## src/rtl/sargantana_icache_req_pipe.sv

```systemverilog
// Elastic DEPTH-stage icache request pipe with kill and a tail translation hold; latency DEPTH+1 cycles.
// Backpressure: ready/valid per stage, tail holds until MMU resolves and consumer accepts.
module sargantana_icache_req_pipe #(
    parameter int ICACHE_N_WAY     = 4,
    parameter int PPN_BIT_SIZE     = 20,
    parameter int ICACHE_TAG_WIDTH = 20,
    parameter int IDX_BITS_SIZE    = 12,
    parameter int VPN_BITS_SIZE    = 28,
    parameter int DEPTH            = 2,
    localparam int WAY_W           = $clog2(ICACHE_N_WAY),
    localparam int OCC_W           = $clog2(DEPTH + 1)
) (
    input  logic                        clk_i,
    input  logic                        rstn_i,
    input  logic                        in_valid_i,
    output logic                        in_ready_o,
    input  logic [IDX_BITS_SIZE-1:0]    in_idx_i,
    input  logic [VPN_BITS_SIZE-1:0]    in_vpn_i,
    input  logic [ICACHE_TAG_WIDTH-1:0] in_tag_i,
    input  logic [WAY_W-1:0]            in_way_i,
    input  logic                        kill_i,
    input  logic                        mmu_tresp_miss_i,
    input  logic                        mmu_tresp_ptw_v_i,
    input  logic [PPN_BIT_SIZE-1:0]     mmu_tresp_ppn_i,
    input  logic                        mmu_tresp_xcpt_i,
    output logic                        out_valid_o,
    input  logic                        out_ready_i,
    output logic [IDX_BITS_SIZE-1:0]    out_idx_o,
    output logic [VPN_BITS_SIZE-1:0]    out_vpn_o,
    output logic [ICACHE_TAG_WIDTH-1:0] out_tag_o,
    output logic [WAY_W-1:0]            out_way_o,
    output logic [PPN_BIT_SIZE-1:0]     out_ppn_o,
    output logic                        out_xcpt_o,
    output logic [OCC_W-1:0]            occupancy_o
);

    typedef struct packed {
        logic [IDX_BITS_SIZE-1:0]    idx;
        logic [VPN_BITS_SIZE-1:0]    vpn;
        logic [ICACHE_TAG_WIDTH-1:0] tag;
        logic [WAY_W-1:0]            way;
    } req_t;

    logic [DEPTH-1:0]        vld_q, vld_d;
    req_t [DEPTH-1:0]        pl_q, pl_d;
    logic                    xlat_done_q, xlat_done_d;
    logic [PPN_BIT_SIZE-1:0] ppn_q, ppn_d;
    logic                    xcpt_q, xcpt_d;

    logic [DEPTH-1:0] adv;
    logic             out_fire;
    logic             in_fire;
    logic             resolve;
    req_t             in_req;

    assign in_req      = '{idx: in_idx_i, vpn: in_vpn_i, tag: in_tag_i, way: in_way_i};
    assign out_valid_o = vld_q[DEPTH-1] & xlat_done_q & ~kill_i;
    assign out_fire    = out_valid_o & out_ready_i;
    assign in_ready_o  = ~vld_q[0] | adv[0];
    assign in_fire     = in_valid_i & in_ready_o & ~kill_i;
    assign resolve     = vld_q[DEPTH-1] & ~xlat_done_q & (~mmu_tresp_miss_i | mmu_tresp_ptw_v_i);

    // Advance chain walks from the tail back, so a firing tail lets every full stage shift at once.
    always_comb begin
        logic a;
        adv        = '0;
        a          = out_fire;
        adv[DEPTH-1] = a;
        for (int i = DEPTH - 2; i >= 0; i--) begin
            a      = vld_q[i] & (~vld_q[i+1] | a);
            adv[i] = a;
        end
    end

    always_comb begin
        vld_d = vld_q;
        pl_d  = pl_q;
        if (in_fire) begin
            vld_d[0] = 1'b1;
            pl_d[0]  = in_req;
        end else if (adv[0]) begin
            vld_d[0] = 1'b0;
        end
        for (int i = 1; i < DEPTH; i++) begin
            if (adv[i-1]) begin
                vld_d[i] = 1'b1;
                pl_d[i]  = pl_q[i-1];
            end else if (adv[i]) begin
                vld_d[i] = 1'b0;
            end
        end
        if (kill_i) begin
            vld_d = '0;
        end
    end

    always_comb begin
        xlat_done_d = xlat_done_q;
        ppn_d       = ppn_q;
        xcpt_d      = xcpt_q;
        if (kill_i || out_fire) begin
            xlat_done_d = 1'b0;
        end else if (resolve) begin
            xlat_done_d = 1'b1;
            ppn_d       = mmu_tresp_ppn_i;
            xcpt_d      = mmu_tresp_xcpt_i;
        end
    end

    always_ff @(posedge clk_i or negedge rstn_i) begin
        if (!rstn_i) begin
            vld_q       <= '0;
            pl_q        <= '0;
            xlat_done_q <= 1'b0;
            ppn_q       <= '0;
            xcpt_q      <= 1'b0;
        end else begin
            vld_q       <= vld_d;
            pl_q        <= pl_d;
            xlat_done_q <= xlat_done_d;
            ppn_q       <= ppn_d;
            xcpt_q      <= xcpt_d;
        end
    end

    always_comb begin
        occupancy_o = '0;
        for (int i = 0; i < DEPTH; i++) begin
            occupancy_o = occupancy_o + OCC_W'(vld_q[i]);
        end
    end

    assign out_idx_o  = pl_q[DEPTH-1].idx;
    assign out_vpn_o  = pl_q[DEPTH-1].vpn;
    assign out_tag_o  = pl_q[DEPTH-1].tag;
    assign out_way_o  = pl_q[DEPTH-1].way;
    assign out_ppn_o  = ppn_q;
    assign out_xcpt_o = xcpt_q;

endmodule

```

## config.mk

```make
export PLATFORM = sky130hd
export DESIGN_NAME = sargantana_icache_req_pipe
export DESIGN_NICKNAME = d
export VERILOG_FILES = /design/src/rtl/sargantana_icache_req_pipe.sv
export SDC_FILE = /design/constraint.sdc
export NUM_CORES = 1
export LEC_CHECK = 0
export ABC_AREA = 1
export BUFFER_PORTS_ARGS = -buffer_cell sky130_fd_sc_hd__buf_2
export CORE_UTILIZATION = 35
export CTS_CLUSTER_SIZE = 30
export DETAILED_ROUTE_END_ITERATION = 12
export GPL_ROUTABILITY_DRIVEN = 0
export PLACE_DENSITY_LB_ADDON = 0.15
export SLEW_MARGIN = 40
export SYNTH_ARGS = -nofsm -noshare
export SYNTH_HDL_FRONTEND = slang
export SYNTH_SLANG_ARGS = --single-unit
```

## constraint.sdc

```tcl
create_clock -name clk_i -period 1.8 [get_ports clk_i]
set_input_delay 0.36 -clock clk_i [delete_from_list [all_inputs] [get_ports clk_i]]
set_output_delay 0.36 -clock clk_i [all_outputs]
set_load 0.02 [all_outputs]
```

==> summary.txt <==
Status: finished clean
Die area: 18,600 µm²
Cell count after synthesis: 708
Largest net degree at the start of global routing: 63
Internal power: 6510 µW
CTS Sinks: 148
Max cap viols: 0
Period utilization: 0.937
Rel. slew slack: 0.686
Clock power share: 0.340
Layout cells sized above 1: 0.279
#FFs+latches synth: 148
Flop pwr share: 0.452
Peak Freq: 593 MHz
Initial DRC Count: 216
Critical Path Sink Type: output pin
Placed Area: 7010 µm²
Design area: 7580 µm²
Starting Density: 0.362
Sw Share: 0.311
Slowest cell on crit path: dfrtp_1
# rows: 48
Placed Cells: 1,023
Non-filler cells, final: 1,059
Area delta synth->final: 20.2%
Power per cell area: 1250 nW/µm²
Die H: 136 µm
Hold Vio Cnt, Final: 0
CTS Root Cell: clkbuf_16
Initial antenna violation count: 2
Synthesized area: 6310 µm²
CP max FO: 4
Critical Path AT: 1330 ps
Syn_nets: 799
Tot GR Track Use: 0.172
Pwr Total: 9450 µW
H-tree depth: 4
Worst-Margin Slew: 471 ps
Clock buffer depth: 2
DP HPWL: 10,400 µm
Worst Path Required: 1440 ps
Register area share after synthesis: 0.587
CP startpoint kind: flop
RSZ-0062 raised after global routing: false
Clk slew on worst S/H paths: 60 ps
Worst vdd ir: 663 µV
Layout Skew: 6.07 ps
Critical path cell sequence: nand4_2 > nand3_4 > buf_2
Final ANT Viol Nets: 0
Final setup fails: 0
IO Count: 177
Worst path max stage delay: 430 ps
Vias in the first global route: 4,725
CTS tree: built
Max Transition Viols Final: 0
Layout Nets: 910
Commonest non-fill, non-tap cell in the layout: nand2_1
Final WS setup: 113 ps
Combinational Power Share: 0.208
Clock buffers created by TritonCTS: 17
Clk Latency, worst-skew pair: 410 ps
Syn Area/Cell: 8.91 µm²
Final TNS setup: 0 ps
Via count: 4,848
Leak: 0.00431 µW
Switching power: 2940 µW
DRC: 0
Core ar.: 17,400 µm²
Most frequent cells in the layout: nand2_1, buf_2, dfrtp_1, nand3_1, inv_1
Hold Crit Class: in2reg
Yosys cell types: 15
Grt ovf: 0
DR vias/cell: 4.58
PortBufs: 176
Die extent in x: 136 µm
Fill cell count: 1,824
Routed WL: 15,100 µm
Post-DR wirelength/cell: 14.2 µm
Min Tclk post-route: 1690 ps
DR pass1 iterations: 4
Setup Slack @ Placement: 87.5 ps
First-pass GRT wire length: 24,100 µm
WS Path Type: reg2out
Yosys warns: 0
## power by group through the flow
stage / sequential (µW) / combinational [µW] / clock, µW
3_3_place_gp: 4310 / 1960 / 0
3_5_place_dp: 4320 / 2010 / 0
5_1_grt: 4350 / 2190 / 3430
4_1_cts: 4280 / 2010 / 3300
6_report: 4270 / 1970 / 3210
2_1_floorplan: 4400 / 1480 / 0
## layer usage
metal | share of wire | track usage | wire length (µm) | vias up
met1 | 0.43 | 0.211 | 6490 | 2283
met5 | 0 | 0 | 0 | -
li1 | - | - | - | 2403
met4 | 0.017 | 0.0722 | 261 | 0
met3 | 0.071 | 0.0529 | 1070 | 21
met2 | 0.48 | 0.279 | 7240 | 141
## worst paths after layout
path	end	slack, ps	start	cells after the start
worst max-delay path	in_ready_o	110	vld_q[1]	3
worst min-delay path	pl_q[47]	180	in_vpn_i[25]	3
worst max register to register	pl_q[13]	280	vld_q[1]	7
worst min register to register	out_idx_o[1]	460	out_idx_o[1]	2
max in group asynchronous	out_vpn_o[7]	760	rstn_i	3
min in group asynchronous	out_vpn_o[6]	460	rstn_i	2
## critical path: cells and delay by family, from the launching register on
family / cells / cell delay, ps
flip-flops: 1 / 430
AND/OR/NAND/NOR: 2 / 320
buffers and inverters: 1 / 170
## kinds of logic after synthesis
family | after synthesis | share of synthesized area
AOI/OAI and AO/OA | 24 | 0.0190
DFF | 148 | 0.587
and+or+nand+nor | 406 | 0.270
buffers and inverters | 129 | 0.122
adders and majority gates | 1 | 0.00198
## layout make-up
class / instances / area (µm²) / area share
multi-input combinational: 431 / 1850 / 0.244
timing repair buffer: 196 / 1100 / 0.145
tap: 225 / 282 / 0.0371
sequential: 148 / 3700 / 0.489
clock inverter: 9 / 53.8 / 0.00710
clock buffer: 23 / 488 / 0.0644
antenna: 2 / 5.00 / 0.000660
inverter: 25 / 93.8 / 0.0124
## metrics by stage
stage,utilization,hold WS [ps]
after floorplan,-,64.4
after global placement,0.402,327
after detailed placement,0.402,331
after CTS,0.435,158
after global routing,0.435,165
final,0.435,177
## Yosys cell counts, drive strengths merged
cell	instances	area, µm²
nand2	275	1040
dfrtp	148	3700
nand3	126	631
buf	87	612
inv	25	93.8
o21ai	21	105
clkbuf	17	63.8
nor2	4	17.5
a21oi	3	15.0
ha	1	12.5
nand4	1	12.5
## flip-flops by register name, indices dropped and copies added (netlist names)
| signal | flops |
|---|---|
| out_ppn_o | 20 |
| out_xcpt_o | 1 |
| out_idx_o | 12 |
| xlat_done_q | 1 |
| vld_q | 2 |
| out_vpn_o | 28 |
| out_way_o | 2 |
| out_tag_o | 20 |
| pl_q | 62 |
## timing repair
action | in CTS | in global routing
endpoints found under the hold margin | 40 | 0
setup buffers | 1 | 0
hold buffers | 1 | 0
endpoints found under the setup margin | 1 | 0
resized for setup | 1 | 0
Note: power is estimated with default switching activity, not from simulation.
